<file path="src/rtl/handshake_pkg.sv">
// -----------------------------------------------------------------------------
// handshake_pkg
// Shared definitions for the handshake constant buffer:
//   - buf_state_t       : occupancy state of the 2-entry skid storage
//   - DEFAULT_CNT_WIDTH : default width of the emitted-token counter
// -----------------------------------------------------------------------------
package handshake_pkg;

    localparam int DEFAULT_CNT_WIDTH = 16;

    typedef enum logic [1:0] {
        EMPTY = 2'd0,   // no stored token
        ONE   = 2'd1,   // head entry holds a token
        FULL  = 2'd2    // head and tail entries hold tokens
    } buf_state_t;

endpackage : handshake_pkg

</file>
<file path="src/rtl/handshake_skid2.sv">
// -----------------------------------------------------------------------------
// handshake_skid2
// Two-entry skid buffer with a registered input ready.
//   Parameters: DATA_WIDTH - token width
//   Ports:
//     clk, rst   - rising-edge clock, asynchronous active-high reset
//     in_valid   - token offered on the input side
//     in_ready   - registered, high whenever storage is not FULL
//     in_data    - token value captured on an accept edge
//     out_data   - oldest stored token (head entry)
//     out_valid  - high whenever at least one token is stored
//     out_ready  - consumer accepts the head token
// -----------------------------------------------------------------------------
module handshake_skid2
    import handshake_pkg::*;
#(
    parameter int DATA_WIDTH = 32
) (
    input  logic                  clk,
    input  logic                  rst,
    input  logic                  in_valid,
    output logic                  in_ready,
    input  logic [DATA_WIDTH-1:0] in_data,
    output logic [DATA_WIDTH-1:0] out_data,
    output logic                  out_valid,
    input  logic                  out_ready
);

    buf_state_t            state_r;
    buf_state_t            state_s;
    logic [DATA_WIDTH-1:0] head_r;
    logic [DATA_WIDTH-1:0] head_s;
    logic [DATA_WIDTH-1:0] tail_r;
    logic [DATA_WIDTH-1:0] tail_s;
    logic                  in_ready_r;
    logic                  out_valid_r;
    logic                  accept_s;
    logic                  emit_s;

    // Next-state and storage update: head is always the oldest token.
    always_comb begin
        state_s  = state_r;
        head_s   = head_r;
        tail_s   = tail_r;
        // in_ready_r is already low in FULL, so ctrl tokens are ignored there.
        accept_s = in_valid && in_ready_r;
        emit_s   = out_valid_r && out_ready;
        case (state_r)
            EMPTY: begin
                if (accept_s) begin
                    head_s  = in_data;
                    state_s = ONE;
                end else begin
                    state_s = EMPTY;
                end
            end
            ONE: begin
                if (accept_s && emit_s) begin
                    // Pass-through: replace the departing head, no bubble.
                    head_s  = in_data;
                    state_s = ONE;
                end else if (accept_s) begin
                    tail_s  = in_data;
                    state_s = FULL;
                end else if (emit_s) begin
                    state_s = EMPTY;
                end else begin
                    state_s = ONE;
                end
            end
            FULL: begin
                if (emit_s) begin
                    head_s  = tail_r;
                    state_s = ONE;
                end else begin
                    state_s = FULL;
                end
            end
            default: begin
                state_s = EMPTY;
            end
        endcase
    end

    // State, storage and registered handshake outputs.
    always_ff @(posedge clk or posedge rst) begin
        if (rst) begin
            state_r     <= EMPTY;
            head_r      <= '0;
            tail_r      <= '0;
            in_ready_r  <= 1'b0;
            out_valid_r <= 1'b0;
        end else begin
            state_r     <= state_s;
            head_r      <= head_s;
            tail_r      <= tail_s;
            in_ready_r  <= (state_s != FULL);
            out_valid_r <= (state_s != EMPTY);
        end
    end

    assign in_ready  = in_ready_r;
    assign out_valid = out_valid_r;
    assign out_data  = head_r;

endmodule : handshake_skid2

</file>
<file path="src/rtl/handshake_constant_buf.sv">
// -----------------------------------------------------------------------------
// handshake_constant_buf
// Emits one constant-valued token on outs for every trigger accepted on ctrl,
// buffered through a 2-entry skid stage, and counts consumed tokens.
//   Parameters: DATA_WIDTH, CONST_VALUE (reset/default constant), CNT_WIDTH
//   Ports:
//     clk, rst               - rising-edge clock, async active-high reset
//     ctrl_valid/ctrl_ready  - trigger handshake (ctrl_ready registered)
//     cfg_valid/cfg_data     - runtime constant update
//     outs/outs_valid/outs_ready - token output handshake
//     tok_count              - tokens consumed on outs, wraps
//   Build option: define HANDSHAKE_CONSTANT_BUF_CFG_EN to make the constant
//   runtime-updatable via cfg_valid/cfg_data; otherwise it is hard-wired to
//   CONST_VALUE and the cfg inputs are ignored.
// -----------------------------------------------------------------------------
module handshake_constant_buf
    import handshake_pkg::*;
#(
    parameter int                    DATA_WIDTH  = 32,
    parameter logic [DATA_WIDTH-1:0] CONST_VALUE = '0,
    parameter int                    CNT_WIDTH   = DEFAULT_CNT_WIDTH
) (
    input  logic                  clk,
    input  logic                  rst,
    input  logic                  ctrl_valid,
    output logic                  ctrl_ready,
    input  logic                  cfg_valid,
    input  logic [DATA_WIDTH-1:0] cfg_data,
    output logic [DATA_WIDTH-1:0] outs,
    output logic                  outs_valid,
    input  logic                  outs_ready,
    output logic [CNT_WIDTH-1:0]  tok_count
);

    logic [DATA_WIDTH-1:0] value_s;
    logic [CNT_WIDTH-1:0]  tok_count_r;

`ifdef HANDSHAKE_CONSTANT_BUF_CFG_EN
    logic [DATA_WIDTH-1:0] value_r;

    // Constant register; an update on an accept edge only affects later tokens.
    always_ff @(posedge clk or posedge rst) begin
        if (rst) begin
            value_r <= CONST_VALUE;
        end else if (cfg_valid) begin
            value_r <= cfg_data;
        end else begin
            value_r <= value_r;
        end
    end

    assign value_s = value_r;
`else
    logic unused_cfg_s;

    assign value_s      = CONST_VALUE;
    assign unused_cfg_s = ^{cfg_valid, cfg_data};
`endif

    handshake_skid2 #(
        .DATA_WIDTH (DATA_WIDTH)
    ) u_skid (
        .clk       (clk),
        .rst       (rst),
        .in_valid  (ctrl_valid),
        .in_ready  (ctrl_ready),
        .in_data   (value_s),
        .out_data  (outs),
        .out_valid (outs_valid),
        .out_ready (outs_ready)
    );

    // Consumed-token counter, wraps modulo 2^CNT_WIDTH.
    always_ff @(posedge clk or posedge rst) begin
        if (rst) begin
            tok_count_r <= '0;
        end else if (outs_valid && outs_ready) begin
            tok_count_r <= tok_count_r + {{(CNT_WIDTH-1){1'b0}}, 1'b1};
        end else begin
            tok_count_r <= tok_count_r;
        end
    end

    assign tok_count = tok_count_r;

endmodule : handshake_constant_buf

</file>
<file path="config.mk">
export PLATFORM = sky130hd
export DESIGN_NAME = handshake_constant_buf
export DESIGN_NICKNAME = d
export VERILOG_FILES = /design/src/rtl/handshake_pkg.sv /design/src/rtl/handshake_skid2.sv /design/src/rtl/handshake_constant_buf.sv
export SDC_FILE = /design/constraint.sdc
export NUM_CORES = 1
export LEC_CHECK = 0
export ABC_CLOCK_PERIOD_IN_PS = 2810
export CORE_MARGIN = 8
export CORE_UTILIZATION = 45
export DETAILED_ROUTE_END_ITERATION = 10
export GPL_TIMING_DRIVEN = 0
export HOLD_SLACK_MARGIN = 0.05
export PLACE_DENSITY = 0.74
export SLEW_MARGIN = 20
export SYNTH_ARGS = -nofsm -noshare
export SYNTH_HDL_FRONTEND = slang
export SYNTH_HIERARCHICAL = 1
export SYNTH_SLANG_ARGS = --single-unit
</file>
<file path="constraint.sdc">
create_clock -name clk -period 2.81 [get_ports clk]
set_clock_uncertainty 0.2 [all_clocks]
set_input_delay 0.281 -clock clk [delete_from_list [all_inputs] [get_ports clk]]
set_output_delay 0.281 -clock clk [all_outputs]
set_load 0.03 [all_outputs]
</file>
==> flow_summary_export.csv <==
group,metric,value,unit
sta,clock.fmax,0.482,GHz
flow_run,drv_cap,0,
global_route,grt_pass1_wl,11200,um
placement,place_area,4880,um^2
routing,detail-route-antenna-nets,0,
clock_network,cts_hold_buf,0,
sta,slew_headroom,59.9,%
sta,rsz0062_at_grt,"no",
cells_and_area,synthToLayoutAreaGrowth,28.1,%
global_route,antenna_found_initial,0,
synthesis,syn_avg_cell_area,15.6,um^2
synthesis,synth_warnings,6,
floorplanning,die-area,12000,um^2
sta,min_period,2070,ps
synthesis,ys_seq_area_share,53.2,%
pwr,power_frac_comb,50.1,%
pwr,p_sw_share,35.6,%
cells_and_area,fin_area,5060,um^2
sta,tns,0,ps
routing,wl_per_cell,13.7,um
clock_network,root_buffer,"clkbuf_8",
critical_path,slowest_stage,"clkdlybuf4s50_1",
critical_path,crit_buf_inv,1,
floorplanning,start_util,45.8,%
critical_path,crit_chain,"clkdlybuf4s50_1",
global_route,grt_start_max_net_pins,36,
critical_path,crit_required,2330,ps
cells_and_area,post-route-util,58.6,%
clock_network,cts_sinks,84,
cells_and_area,num_antenna_cells,0,
global_route,grt-ovfl-total,0,
sta,tightest_slew,601,ps
clock_network,post-cts-setup-buffers,0,
pwr,leakage,2.42,nW
placement,dp_cells,479,
floorplanning,row_count,34,
routing,drc,0,
sta,finalHoldViolations,0,
sta,fin_hold_ws,113,ps
synthesis,ys_types,32,
placement,gp_congestion,0.730,
clock_network,clk-insertion-delay-late,350,ps
cells_and_area,final_cells,495,
synthesis,async_reset_ff_share,100,%
floorplanning,fp.dieW,110,um
critical_path,slowest_delay,740,ps
synthesis,syn-cell-area,3950,um^2
pwr,clkPwrFrac,13.7,%
routing,vias,2273,
cells_and_area,layout.nets,420,
floorplanning,io_pins,87,
pwr,pwr-share-seq,36.2,%
placement,dp_hpwl,4930,um
pwr,total_power,5.82,mW
clock_network,postCtsResizedCells,0,
synthesis,synth_edf_count,0,
critical_path,crit_path_end_kind,"primary output",
synthesis,postSynthCellCount,254,
global_route,grt_pass1_vias,2321,
critical_path,crit_arrival,1590,ps
pwr,p_switching,2.07,mW
clock_network,h-tree-depth,3,
cells_and_area,layout-drive-gt1-share,34.1,%
placement,portBuffers,53,
sta,fin_crit_sh,73.8,%
sta,setup_ws,736,ps
critical_path,cp_max_fo,8,
placement,place_worst_setup_slack,554,ps
clock_network,cts_buffers,9,
worst_hold_path,holdCritPathClass,"in2async",
clock_network,clock_tree.buffer_depth,2,
critical_path,critPathTopFamily,"buffers and inverters",
floorplanning,core_area,8640,um^2
cells_and_area,mostFrequentLayoutCell,"dfrtp_1",
pwr,p_per_area,1150,nW/um^2
floorplanning,fp.dieH,110,um
cells_and_area,layout_common_cells,"dfrtp_1, conb_1, mux2_4",
critical_path,setup.worst_path.start_class,"flop",
routing,drt_iter0_markers,51,
global_route,grt_use_total,12.1,%
sta,slew_viol_final,0,
synthesis,ys_ff_latch,84,
clock_network,tritoncts,"done",
routing,vias_per_cell,4.59,
pwr,ir_worst_vdd,470,uV
critical_path,worst-setup-path-type,"reg2out",
routing,drt_wl_total,6790,um
synthesis,synth_flop_cell,"dfrtp_1",
pwr,power.internal,3.75,mW
run_status,status,"finished, final reports clean",
routing,drt_pass1_iterations,3,
sta,setup_viol,0,
clock_network,path_clk_slew,80,ps
[per-layer routing]
layer  vias up  global-route usage, %  part of all wire [%]
met3        10                   4.75                   6.6
met2        42                   19.9                    49
met4         0                   4.05                  0.96
met1      1142                   14.0                    43
li1       1079                      -                     -
met5         -                      0                     0
[worst paths after layout]
| kind | start | endpoint | slack (ps) | depth (start not counted) |
|---|---|---|---|---|
| worst max-delay path | u_skid/out_valid$_DFF_PP0_ | outs_valid | 740 | 1 |
| worst min-delay path | rst | u_skid/out_data[28]$_DFFE_PP0P_ | 110 | 2 |
| worst max register to register | u_skid/state_r[1]$_DFF_PP0_ | u_skid/out_data[29]$_DFFE_PP0P_ | 950 | 4 |
| worst min register to register | tok_count[15]$_DFFE_PP0P_ | tok_count[15]$_DFFE_PP0P_ | 270 | 1 |
| max in group asynchronous | rst | u_skid/out_data[10]$_DFFE_PP0P_ | 1760 | 3 |
| min in group clk | tok_count[15]$_DFFE_PP0P_ | tok_count[15]$_DFFE_PP0P_ | 270 | 1 |
[cell usage after synthesis, types with 2 or more instances]
master / number / share of area, %
nand2_1: 10 / 0.95
buf_6: 4 / 1.1
mux2_2: 38 / 11
dfrtp_1: 84 / 53
buf_4: 3 / 0.57
xnor2_1: 12 / 2.7
inv_1: 6 / 0.57
or2_2: 2 / 0.32
nand4_1: 4 / 0.63
xor2_1: 3 / 0.67
nor2_1: 6 / 0.57
buf_8: 3 / 1.1
nand3_1: 3 / 0.38
mux2_4: 58 / 22
[power by group through the flow]
stage / registers, mW / logic [mW] / clock network (mW)
floorplan: 2.64 / 1.55 / 0
CTS: 2.12 / 2.97 / 0.833
global route: 2.19 / 3.10 / 0.889
detailed placement: 2.13 / 2.96 / 0
finish: 2.11 / 2.92 / 0.795
global placement: 2.10 / 2.90 / 0
[sequential cells by signal, indices dropped and copies added, names as in the netlist]
signal	cells
u_skid/state_r	2
u_skid/tail_r	32
u_skid/out_data	32
tok_count	16
u_skid/in_ready	1
u_skid/out_valid	1
[cell type report]
type	instances	area (um^2)
Fill cell	734	3570
Tap cell	108	135
Clock buffer	11	151
Buffer	10	113
Sequential cell	84	2100
Clock inverter	5	35.0
Timing Repair Buffer	54	551
Multi-Input combinational cell	217	1950
Inverter	6	25.0
[kinds of logic (layout without fill, tap and decap cells)]
group	Yosys count	in the layout	share of synthesized area (%)
mux	98	98	33.4
flops	84	84	53.2
simple gates	33	33	4.53
buf+inv	16	86	3.42
xor+xnor	15	15	3.32
compound gates	6	6	1.71
fa+ha+maj	1	1	0.317
other cells	1	64	0.0949
(Power assumes the default switching activity.)
